**src/rtl/tdp_fifo_pkg.sv**
```systemverilog
// tdp_fifo_pkg: shared types and constants for the TDP-RAM FIFO controller.
// Holds the output-stage state encoding and the occupancy limit of the
// prefetch stage (fetch in flight + head + skid).
package tdp_fifo_pkg;

  // Output-stage occupancy; fetch_pending is tracked separately.
  typedef enum logic [1:0] {
    OS_EMPTY     = 2'd0,
    OS_HEAD      = 2'd1,
    OS_HEAD_SKID = 2'd2
  } os_state_t;

  // Maximum words held or in flight between the RAM and the consumer.
  localparam int OC_MAX = 2;

  // Number of words physically held in head/skid for a given state.
  function automatic logic [1:0] os_words(input os_state_t s);
    logic [1:0] n;
    n = 2'd0;
    case (s)
      OS_HEAD:      n = 2'd1;
      OS_HEAD_SKID: n = 2'd2;
      default:      n = 2'd0;
    endcase
    return n;
  endfunction

endpackage

```
**src/rtl/tdp_fifo_ctrl_if.sv**
```systemverilog
// tdp_fifo_ctrl_if: producer/consumer side of the FIFO controller.
// The optional almost_full/almost_empty flags exist only when
// TDP_FIFO_ALMOST_FLAGS_EN is defined.
interface tdp_fifo_ctrl_if #(
  parameter int ABITS = 10,
  parameter int DBITS = 36
) ();

  logic             push;
  logic [DBITS-1:0] wdata;
  logic             full;
  logic             pop;
  logic [DBITS-1:0] rdata;
  logic             empty;
  logic [ABITS:0]   count;
`ifdef TDP_FIFO_ALMOST_FLAGS_EN
  logic             almost_full;
  logic             almost_empty;

  // User side: issues push/pop, observes status and head data.
  modport master (
    output push, wdata, pop,
    input  full, rdata, empty, count, almost_full, almost_empty
  );

  // Controller side.
  modport slave (
    input  push, wdata, pop,
    output full, rdata, empty, count, almost_full, almost_empty
  );
`else
  // User side: issues push/pop, observes status and head data.
  modport master (
    output push, wdata, pop,
    input  full, rdata, empty, count
  );

  // Controller side.
  modport slave (
    input  push, wdata, pop,
    output full, rdata, empty, count
  );
`endif

endinterface

```
**src/rtl/tdp_fifo_outstage.sv**
```systemverilog
// tdp_fifo_outstage: first-word-fall-through output stage.
// Holds the head and skid registers, tracks the fetch returning from the
// RAM read port, and reports its occupancy (fetch + head + skid) as oc.
module tdp_fifo_outstage
  import tdp_fifo_pkg::*;
#(
  parameter int DBITS = 36
) (
  input  logic             clk,
  input  logic             rst,
  input  logic             issue,   // read issued to the RAM this cycle
  input  logic             pop,     // accepted pop (already gated by !empty)
  input  logic [DBITS-1:0] rd_b,    // registered RAM read data
  output logic [DBITS-1:0] rdata,
  output logic             empty,
  output logic [1:0]       oc
);

  os_state_t        state_q, state_d;
  logic             fetch_pending;
  logic [DBITS-1:0] head_q, skid_q;
  logic             ld_head_rd, ld_head_skid, ld_skid;

  // State register and fetch tracking; the RAM answers one cycle after issue.
  always_ff @(posedge clk or posedge rst) begin
    if (rst) begin
      state_q       <= OS_EMPTY;
      fetch_pending <= 1'b0;
    end else begin
      // NOTE: sequential state uses non-blocking assignments so every flop
      // samples pre-edge values regardless of statement order.
      state_q       <= state_d;
      fetch_pending <= issue;
    end
  end

  // Next state and load strobes: returning data goes to head when it is
  // free or being popped, otherwise into the skid register.
  always_comb begin
    // NOTE: every output of this block gets a default first, so no path
    // leaves a signal unassigned and no latch is inferred.
    state_d      = state_q;
    ld_head_rd   = 1'b0;
    ld_head_skid = 1'b0;
    ld_skid      = 1'b0;
    case (state_q)
      OS_EMPTY: begin
        if (fetch_pending) begin
          ld_head_rd = 1'b1;
          state_d    = OS_HEAD;
        end
      end
      OS_HEAD: begin
        if (pop) begin
          if (fetch_pending) ld_head_rd = 1'b1;
          else               state_d    = OS_EMPTY;
        end else if (fetch_pending) begin
          ld_skid = 1'b1;
          state_d = OS_HEAD_SKID;
        end
      end
      OS_HEAD_SKID: begin
        // Issue throttling keeps a fetch from landing here, but the pair
        // is still handled consistently if it ever does.
        if (pop) begin
          ld_head_skid = 1'b1;
          if (fetch_pending) ld_skid = 1'b1;
          else               state_d = OS_HEAD;
        end
      end
      default: state_d = OS_EMPTY;
    endcase
  end

  // Head/skid data registers.
  always_ff @(posedge clk or posedge rst) begin
    if (rst) begin
      // NOTE: these few data registers are reset because rdata has a
      // defined reset value; the RAM array itself is never reset.
      head_q <= '0;
      skid_q <= '0;
    end else begin
      if (ld_head_rd)        head_q <= rd_b;
      else if (ld_head_skid) head_q <= skid_q;
      if (ld_skid)           skid_q <= rd_b;
    end
  end

  assign rdata = head_q;
  assign empty = (state_q == OS_EMPTY);
  assign oc    = os_words(state_q) + {1'b0, fetch_pending};

endmodule

```
**src/rtl/tdp_fifo_ctrl.sv**
```systemverilog
// tdp_fifo_ctrl: synchronous FIFO controller driving an external
// true-dual-port RAM (port A writes, port B reads) with a prefetching
// first-word-fall-through output stage. Reads are only issued while
// unfetched words exist, so port A and port B never address the same word
// in a cycle where both are active.
// Optional feature: define TDP_FIFO_ALMOST_FLAGS_EN to add registered
// almost_full / almost_empty flags on the interface.
module tdp_fifo_ctrl
  import tdp_fifo_pkg::*;
#(
  parameter int ABITS    = 10,
  parameter int DBITS    = 36,
  parameter int DEPTH    = 1024,       // must equal 2**ABITS
  parameter int AF_LEVEL = DEPTH - 4,
  parameter int AE_LEVEL = 4
) (
  input  logic             clk,
  input  logic             rst,
  tdp_fifo_ctrl_if.slave   fifo,
  output logic [ABITS-1:0] ram_a_a,
  output logic [DBITS-1:0] ram_wd_a,
  output logic             ram_we_a,
  output logic [ABITS-1:0] ram_a_b,
  output logic             ram_we_b,
  input  logic [DBITS-1:0] ram_rd_b
);

  localparam logic [ABITS-1:0] PTR_ONE = 1;
  localparam logic [ABITS:0]   CNT_ONE = 1;
  localparam logic [ABITS:0]   CNT_MAX = (ABITS+1)'(DEPTH);

  logic [ABITS-1:0] wptr, rptr;
  logic [ABITS:0]   ram_cnt, ram_cnt_next;
  logic [ABITS:0]   cnt_q, cnt_next;
  logic             full_q;
  logic             push_acc, pop_acc, issue;
  logic [1:0]       oc;
  logic             os_empty;
  logic [DBITS-1:0] os_rdata;

  assign push_acc = fifo.push && !full_q;
  assign pop_acc  = fifo.pop && !os_empty;

  // Issue a read when unfetched words exist and the output stage will have
  // room after this cycle's pop (pop_acc implies oc >= 1, so no underflow).
  assign issue = (ram_cnt != '0) && ((oc - {1'b0, pop_acc}) < 2'(OC_MAX));

  // Next values of the unfetched-word count and the total count.
  always_comb begin
    ram_cnt_next = ram_cnt;
    if (push_acc && !issue)      ram_cnt_next = ram_cnt + CNT_ONE;
    else if (!push_acc && issue) ram_cnt_next = ram_cnt - CNT_ONE;

    cnt_next = cnt_q;
    if (push_acc && !pop_acc)      cnt_next = cnt_q + CNT_ONE;
    else if (!push_acc && pop_acc) cnt_next = cnt_q - CNT_ONE;
  end

  // Pointers, counters and the registered full flag.
  always_ff @(posedge clk or posedge rst) begin
    if (rst) begin
      wptr    <= '0;
      rptr    <= '0;
      ram_cnt <= '0;
      cnt_q   <= '0;
      full_q  <= 1'b0;
    end else begin
      if (push_acc) wptr <= wptr + PTR_ONE;
      if (issue)    rptr <= rptr + PTR_ONE;
      ram_cnt <= ram_cnt_next;
      cnt_q   <= cnt_next;
      full_q  <= (cnt_next == CNT_MAX);
    end
  end

`ifdef TDP_FIFO_ALMOST_FLAGS_EN
  localparam logic [ABITS:0] AF_THR = (ABITS+1)'(AF_LEVEL);
  localparam logic [ABITS:0] AE_THR = (ABITS+1)'(AE_LEVEL);

  logic af_q, ae_q;

  // Registered threshold flags, computed from the next count.
  always_ff @(posedge clk or posedge rst) begin
    if (rst) begin
      af_q <= 1'b0;
      ae_q <= 1'b1;
    end else begin
      af_q <= (cnt_next >= AF_THR);
      ae_q <= (cnt_next <= AE_THR);
    end
  end

  assign fifo.almost_full  = af_q;
  assign fifo.almost_empty = ae_q;
`endif

  tdp_fifo_outstage #(
    .DBITS (DBITS)
  ) u_outstage (
    .clk   (clk),
    .rst   (rst),
    .issue (issue),
    .pop   (pop_acc),
    .rd_b  (ram_rd_b),
    .rdata (os_rdata),
    .empty (os_empty),
    .oc    (oc)
  );

  assign fifo.full  = full_q;
  assign fifo.empty = os_empty;
  assign fifo.count = cnt_q;
  assign fifo.rdata = os_rdata;

  assign ram_a_a  = wptr;
  assign ram_wd_a = fifo.wdata;
  assign ram_we_a = push_acc;
  assign ram_a_b  = rptr;
  assign ram_we_b = 1'b0;

endmodule

```
**src/flat_wrapper.sv**
```systemverilog
// flat-port wrapper written by rule: the top's interface ports become plain ports
module tdp_fifo_ctrl_flat import tdp_fifo_pkg::*;
#(
  parameter int ABITS    = 10,
  parameter int DBITS    = 36,
  parameter int DEPTH    = 1024,                             
  parameter int AF_LEVEL = DEPTH - 4,
  parameter int AE_LEVEL = 4
)
  (clk, rst, ram_a_a, ram_wd_a, ram_we_a, ram_a_b, ram_we_b, ram_rd_b, fifo_push, fifo_wdata, fifo_pop, fifo_full, fifo_rdata, fifo_empty, fifo_count);
  tdp_fifo_ctrl_if #(.ABITS(ABITS), .DBITS(DBITS)) fifo_i ();
  input  logic clk;
  input  logic rst;
  output logic [ABITS-1:0] ram_a_a;
  output logic [DBITS-1:0] ram_wd_a;
  output logic ram_we_a;
  output logic [ABITS-1:0] ram_a_b;
  output logic ram_we_b;
  input  logic [DBITS-1:0] ram_rd_b;
  input wire logic [$bits(fifo_i.push)-1:0] fifo_push;
  input wire logic [$bits(fifo_i.wdata)-1:0] fifo_wdata;
  input wire logic [$bits(fifo_i.pop)-1:0] fifo_pop;
  output wire logic [$bits(fifo_i.full)-1:0] fifo_full;
  output wire logic [$bits(fifo_i.rdata)-1:0] fifo_rdata;
  output wire logic [$bits(fifo_i.empty)-1:0] fifo_empty;
  output wire logic [$bits(fifo_i.count)-1:0] fifo_count;
  assign fifo_i.push = fifo_push;
  assign fifo_i.wdata = fifo_wdata;
  assign fifo_i.pop = fifo_pop;
  assign fifo_full = fifo_i.full;
  assign fifo_rdata = fifo_i.rdata;
  assign fifo_empty = fifo_i.empty;
  assign fifo_count = fifo_i.count;
  tdp_fifo_ctrl #(.ABITS(ABITS), .DBITS(DBITS), .DEPTH(DEPTH), .AF_LEVEL(AF_LEVEL), .AE_LEVEL(AE_LEVEL)) u_core (.clk(clk), .rst(rst), .fifo(fifo_i), .ram_a_a(ram_a_a), .ram_wd_a(ram_wd_a), .ram_we_a(ram_we_a), .ram_a_b(ram_a_b), .ram_we_b(ram_we_b), .ram_rd_b(ram_rd_b));
endmodule
```
**config.mk**
```make
export PLATFORM = sky130hd
export DESIGN_NAME = tdp_fifo_ctrl_flat
export DESIGN_NICKNAME = d
export VERILOG_FILES = /design/src/rtl/tdp_fifo_pkg.sv /design/src/rtl/tdp_fifo_ctrl_if.sv /design/src/rtl/tdp_fifo_outstage.sv /design/src/rtl/tdp_fifo_ctrl.sv /design/src/flat_wrapper.sv
export SDC_FILE = /design/constraint.sdc
export NUM_CORES = 1
export LEC_CHECK = 0
export ABC_AREA = 0
export BUFFER_PORTS_ARGS = -buffer_cell sky130_fd_sc_hd__buf_2
export CORE_ASPECT_RATIO = 1.2
export CORE_MARGIN = 10
export CORE_UTILIZATION = 58
export CTS_BUF_LIST = sky130_fd_sc_hd__clkbuf_4
export CTS_CLUSTER_DIAMETER = 60
export DETAILED_ROUTE_END_ITERATION = 10
export PLACE_DENSITY = 0.87
export SYNTH_ARGS = -nofsm -noshare
export SYNTH_HDL_FRONTEND = slang
export SYNTH_HIERARCHICAL = 1
export SYNTH_SLANG_ARGS = --single-unit
export TNS_END_PERCENT = 100
```
**constraint.sdc**
```tcl
create_clock -name clk -period 6.8 [get_ports clk]
set_input_delay 0.68 -clock clk [delete_from_list [all_inputs] [get_ports clk]]
set_output_delay 0.68 -clock clk [all_outputs]
set_load 0.05 [all_outputs]
```
==> impl_metrics.ini, run 1 <==
[sta]
setup_violations = 0
fmax_mhz = 234
slew_headroom = 0.376
hold_viol = 0
fin_skew_ns = 0.0167
period_needed_ns = 4.28
rsz0062_at_grt = no
slew_violations = 0
period_share = 0.629
worst_pin_slew_ns = 0.931
fin_tns_setup_ns = 0

[cts]
cts-hold-fix-buffers = 0
cts_buffers = 17
cts_root_buf = clkbuf_4
cts_setup_buffers = 0
cts_tree = yes
cts.reportedPaths.clkPinSlew_ns = 0.10
clock-sinks = 118
clock_path_buffers = 2
ctsResizeCount = 0
insertion_delay_ns = 0.50
h-tree-depth = 4

[synthesis]
synth.most_common_cell = dfrtp_1
synth_edf_count = 0
synth_xor_area_frac = 0.0558
yosys_warnings = 6
ys_types = 57
synth_top_cell_by_area = dfrtp_1
synth_top_area_frac = 0.484
synth-compound-area-share = 0.0904
synth_flop_cell = dfrtp_1
synth_commonest_cells = 118 x dfrtp_1, 62 x nand2_1, 56 x o21ai_0, 40 x mux2i_1, 38 x buf_4
synth_cells = 557
synth_area_leaders = dfrtp_1 48%, mux2i_1 6.6%, mux2_1 5.5%
ys_seq_area_frac = 0.484
syn_area_um2 = 6100
synthSimpleGateAreaFrac = 0.109
ys_ff_latch = 118
synth.area.mux_share = 0.136
yosys.area_share.adder = 0.0463
synth_top_family_by_area = multiplexers
async_flop_share = 1.00
syn-num-nets = 655
syn_avg_cell_area_um2 = 11.0

[floorplan]
rows = 40
die_w_um = 114
core_area_um2 = 10200
die_area_um2 = 15000
initial_core_util = 0.600
boundaryPins = 183
die_y_um = 132

[outcome]
status = finished, final reports clean

[place]
port_buffers = 109
place_inst = 741
gp_congestion = 0.869
dp_hpwl_um = 9490

[setup_path]
crit_slowest_cell = a31oi_1
slowest_delay_ns = 0.70
start_kind = flip-flop
worstSetupPathType = flip-flop to flip-flop
cp_max_fo = 12
r2r_setup_slack_ns = 2.52
r2r_end = u_core/ram_cnt[10]$_DFFE_PP0P_
path_cells = inv_1, ha_1, xor2_1, nor2_1, xor2_1, a31oi_1, inv_1, ha_1, inv_1, ha_1, a211oi_1, o21a_1, o211a_1, nor3_1, or2_1, a22o_1
required_ns = 7.19
r2r_cells = 16
setup.worst_path.end_class = flip-flop
r2r-start = u_core/u_outstage/state_q[1]$_DFFE_PP0P_
crit_arrival_ns = 4.67

[finish]
nets = 732
layoutNonFillerInstCount = 771
final_layout_size_suffix_gt1_frac = 0.261
syn_to_final_growth_pct = 10.2
utilization = 0.662

[global_routing]
grt_max_degree = 73
globalRouteOverflowTotal = 0
antenna_found_initial = 1
grt_use_total = 0.177
grt_pass1_vias = 4518
grt_pass1_wl_um = 22000

[power_and_ir_drop]
power.density_nw_per_um2 = 611
p_leak_uw = 0.00338
irDropWorstVdd_uv = 314

[flow_run]
cap_violations = 0

[detailed_routing]
num_vias = 4291
first_iter_violations = 228
wire_per_inst_um = 17.1
route.detailed.drc = 0
finalWirelength_um = 13200
drtAntennaViolNets = 0
via_per_inst = 5.57
drt_pass1_iterations = 4

[hold_path]
hold_class = input port to async pin
## metal layers
layer  part of all wire  track usage
met5                  0            0
met4              0.018       0.0742
met3              0.067       0.0656
met2               0.53        0.298
met1               0.39        0.194
## layout make-up
cell class	count	area [um2]
sequential	118	2950
inverter	18	75.1
clock inverter	11	136
tap	126	158
multi-input combinational	365	2680
antenna	1	2.50
timing repair buffer	114	583
fill	788	3440
clock buffer	18	135
## registers in the layout, indices dropped and copies added (netlist names)
register / flops
u_core/u_outstage/skid_q: 36
u_core/u_outstage/rdata: 36
u_core/fifo.count: 11
u_core/ram_a_b: 10
u_core/u_outstage/state_q: 2
u_core/u_outstage/fetch_pending: 1
u_core/ram_cnt: 11
u_core/ram_a_a: 10
u_core/fifo.full: 1
## worst max-delay path: cells and delay by family (launching register included)
family,cells,cell delay [ns]
AO/OA/AOI/OAI,5,1.63
AND/OR/NAND/NOR,3,0.37
flip-flops,1,0.42
buffers and inverters,3,0.58
XOR/XNOR,2,0.31
adder cells (fa/ha/maj),3,0.86
## through the flow
step	hold slack, ns	instance area (um2)	total power (uW)	setup slack, ns
after floorplan	0.457	6100	3170	2.80
after global placement	0.454	6450	3500	2.79
after detailed placement	0.464	6450	3620	2.62
after CTS	0.104	6720	4130	2.60
after global routing	0.0850	6720	4420	2.16
final	0.137	6720	4110	2.52
## worst max-delay path by stage
stage                                             startpoint                             end  depth (start not counted)
CTS                 u_core/u_outstage/state_q[1]$_DFFE_PP0P_  u_core/ram_cnt[10]$_DFFE_PP0P_                         16
global placement    u_core/u_outstage/state_q[1]$_DFFE_PP0P_  u_core/ram_cnt[10]$_DFFE_PP0P_                         16
detailed placement  u_core/u_outstage/state_q[1]$_DFFE_PP0P_  u_core/ram_cnt[10]$_DFFE_PP0P_                         16
finish              u_core/u_outstage/state_q[1]$_DFFE_PP0P_  u_core/ram_cnt[10]$_DFFE_PP0P_                         16
global route        u_core/u_outstage/state_q[1]$_DFFE_PP0P_  u_core/ram_cnt[10]$_DFFE_PP0P_                         16
floorplan           u_core/u_outstage/state_q[0]$_DFFE_PP0P_  u_core/ram_cnt[10]$_DFFE_PP0P_                         17
## cell families (layout without fill, tap and decap cells)
kind of cell / Yosys count / after routing
XOR/XNOR: 38 / 38
buffers and inverters: 74 / 161
adder cells (fa/ha/maj): 22 / 22
multiplexers: 78 / 78
other: 1 / 2
AND/OR/NAND/NOR: 132 / 132
flip-flops: 118 / 118
AO/OA/AOI/OAI: 94 / 94
## report_power, final
group          switching [uW]  internal [uW]  total, uW
Clock                     244            249        493
Sequential                264           1050       1310
Combinational            1530            782       2310
Total                    2030           2080       4110
## placed cells by master, fill, tap and decap left out, types with 2 or more instances in the layout
cell and count:
xnor2_1 26, nand2b_4 2, mux2i_1 40, mux2_2 8, or3_4 2, dfrtp_1 118
nor2_1 20, and3_1 4, nor3_1 5, mux2_1 30, a211oi_1 3, bufinv_16 3
a21o_1 2, nor4_1 3, xor2_1 11, nor2_4 2, nand4_1 12, and4_1 2
o21a_1 4, o21ai_0 56, inv_1 15, ha_1 21, a31oi_1 4, clkinv_2 4
nand3_1 7, buf_2 109, a21oi_1 10, clkinvlp_4 3, nand2_1 62, o21bai_1 3
buf_4 5, clkbuf_4 18, a32oi_1 2
Note: power is estimated with default switching activity, not from simulation.
==> inputs of run 2 (changes only) <==
Settings changed: CORE_UTILIZATION 58 to 48, PLACE_DENSITY 0.87 to 0.77.
Clock period 6.8 ns to 3.59 ns, I/O delays scaled along.
==> run 2 against run 1 <==
Largest cell class unchanged. Worst setup slack worse by 2.3 ns. Clock power grew 100%. Flip-flop and latch count stayed put. Clock-buffer cell count unchanged. Register-to-register slack lost 2.3 ns. Final cell count rose by 8.2%. Largest power group unchanged. Sequential share of layout area decreased by 2.0 points. Critical path depth stayed put. Clock skew fell by 0.0014 ns.
==> impl_metrics.ini, run 2 (synthesis results as in run 1) <==
[power_and_ir_drop]
p_seq_frac = 0.312
netSwitchingFraction = 0.493
switchingPower_uw = 3900
p_clk_frac = 0.125
p_leak_uw = 0.00349
p_int_uw = 4010
irDropWorstVdd_uv = 561
pwr-share-comb = 0.564
power.density_nw_per_um2 = 1120

[cts]
cts_root_buf = clkbuf_4
cts_tree = yes
clock-sinks = 118
h-tree-depth = 4
insertion_delay_ns = 0.52
clock_path_buffers = 2
cts_buffers = 17
cts.reportedPaths.clkPinSlew_ns = 0.10

[global_routing]
use_met1 = 0.177
use_met2 = 0.271
globalRouteOverflowTotal = 0
grt_pass1_wl_um = 22500
grt_most_used_layer = met2
grt_pass1_vias = 4669
use_met3 = 0.0463
grt_use_total = 0.159
grt_max_degree = 44
antenna_found_initial = 1

[flow_run]
cap_violations = 0

[finish]
nets = 754
fill_cells = 1065
syn_to_final_growth_pct = 15.4
multi_input_area_um2 = 2700
final_layout_size_suffix_gt1_frac = 0.265
ff_latch_area_um2 = 2950
final_common_cell = dfrtp_1
final_area_um2 = 7040
final_cell_mix = 118 x dfrtp_1, 109 x buf_2, 62 x nand2_1
layoutNonFillerInstCount = 834

[sta]
setup_violations = 0
slew_headroom = 0.570
period_share = 0.930
fin_skew_ns = 0.0153
slew_violations = 0
rsz0062_at_grt = no
period_needed_ns = 3.34
fin_ws_ns = 0.250
hold_ws_ns = 0.0556
fmax_mhz = 299
worst_pin_slew_ns = 0.646
hold_viol = 0
fin_tns_setup_ns = 0

[place]
place_inst = 782
gp_congestion = 0.824
dpl_cell_area_um2 = 6550
dp_hpwl_um = 9550
pre_cts_ws_ns = 0.109
port_buffers = 109

[setup_path]
worstSetupPathType = flip-flop to flip-flop
r2r_cells = 16
setup.worst_path.end_class = flip-flop
crit_arrival_ns = 3.74
required_ns = 3.99
cp-startpoint = u_core/u_outstage/state_q[1]$_DFFE_PP0P_
r2r-start = u_core/u_outstage/state_q[1]$_DFFE_PP0P_
start_kind = flip-flop
cp_max_fo = 12

[floorplan]
initial_core_util = 0.486
die_w_um = 123
boundaryPins = 183
core_area_um2 = 12600
rows = 45
die_y_um = 144
die_area_um2 = 17600

[hold_path]
min_path_cells = 3
hold_class = input port to flip-flop
hold_path_startpoint = ram_rd_b[23]

[detailed_routing]
num_vias = 4441
finalWirelength_um = 13300
drtAntennaViolNets = 0
route.detailed.drc = 0
via_per_inst = 5.32
drt_pass1_iterations = 4
wire_per_inst_um = 16.0
first_iter_violations = 282

[outcome]
status = finished, final reports clean
[run 2: power groups by stage]
| stage | Combinational [uW] | Clock, uW | Sequential, uW |
|---|---|---|---|
| 3_5_place_dp | 4440 | 0 | 2490 |
| 3_3_place_gp | 4270 | 0 | 2440 |
| 2_1_floorplan | 2530 | 0 | 3500 |
| 4_1_cts | 4470 | 1030 | 2470 |
| 5_1_grt | 4900 | 1090 | 2570 |
| 6_report | 4460 | 987 | 2470 |
[run 2: final timing paths]
kind                                                             to  slack, ns
max in group asynchronous    u_core/u_outstage/rdata[5]$_DFFE_PP0P_       2.01
max reg2reg                          u_core/ram_cnt[10]$_DFFE_PP0P_       0.25
min in group asynchronous  u_core/u_outstage/skid_q[12]$_DFFE_PP0P_       0.44
max                                  u_core/ram_cnt[10]$_DFFE_PP0P_       0.25
min                         u_core/u_outstage/rdata[23]$_DFFE_PP0P_       0.06
min reg2reg                           u_core/ram_a_b[9]$_DFFE_PP0P_       0.47
[run 2: worst max-delay path, cell delays in order (launching register included)]
cell      delay [ns]
dfrtp_1         0.43
inv_2           0.13
ha_2            0.24
xor2_1          0.15
nor2_1          0.07
xor2_1          0.15
a31oi_1         0.19
inv_1           0.06
ha_1            0.21
inv_4           0.13
ha_1            0.30
a211oi_2        0.29
o21a_1          0.18
o211a_1         0.18
nor3_1          0.06
or2_1           0.21
a22o_1          0.24
[run 2: per-layer routing]
layer  vias up  share of wire
li1       2104              -
met1      2156           0.39
met2       138           0.52
met3        43          0.065
met4         0          0.028
met5         -              0
[run 2: metrics by stage]
step	power, uW	util
CTS	7970	0.559
detailed placement	6930	0.521
global placement	6710	0.521
global route	8550	0.561
finish	7910	0.561
floorplan	6030	-
[run 2: final cells by class]
| cell class | instances | area share |
|---|---|---|
| tap | 164 | 0.0291 |
| sequential | 118 | 0.419 |
| multi-input combinational | 365 | 0.384 |
| antenna | 1 | 0.000355 |
| clock buffer | 18 | 0.0192 |
| clock inverter | 14 | 0.0224 |
| timing repair buffer | 136 | 0.115 |
| inverter | 18 | 0.0110 |
[run 2: what timing repair did]
action | 4_1_cts | 5_1_grt
hold buffers | 18 | 1
setup buffers | 0 | 0
hold endpoints to repair | 84 | 1
endpoints found under the setup margin | 0 | 2
resized for setup | 0 | 4
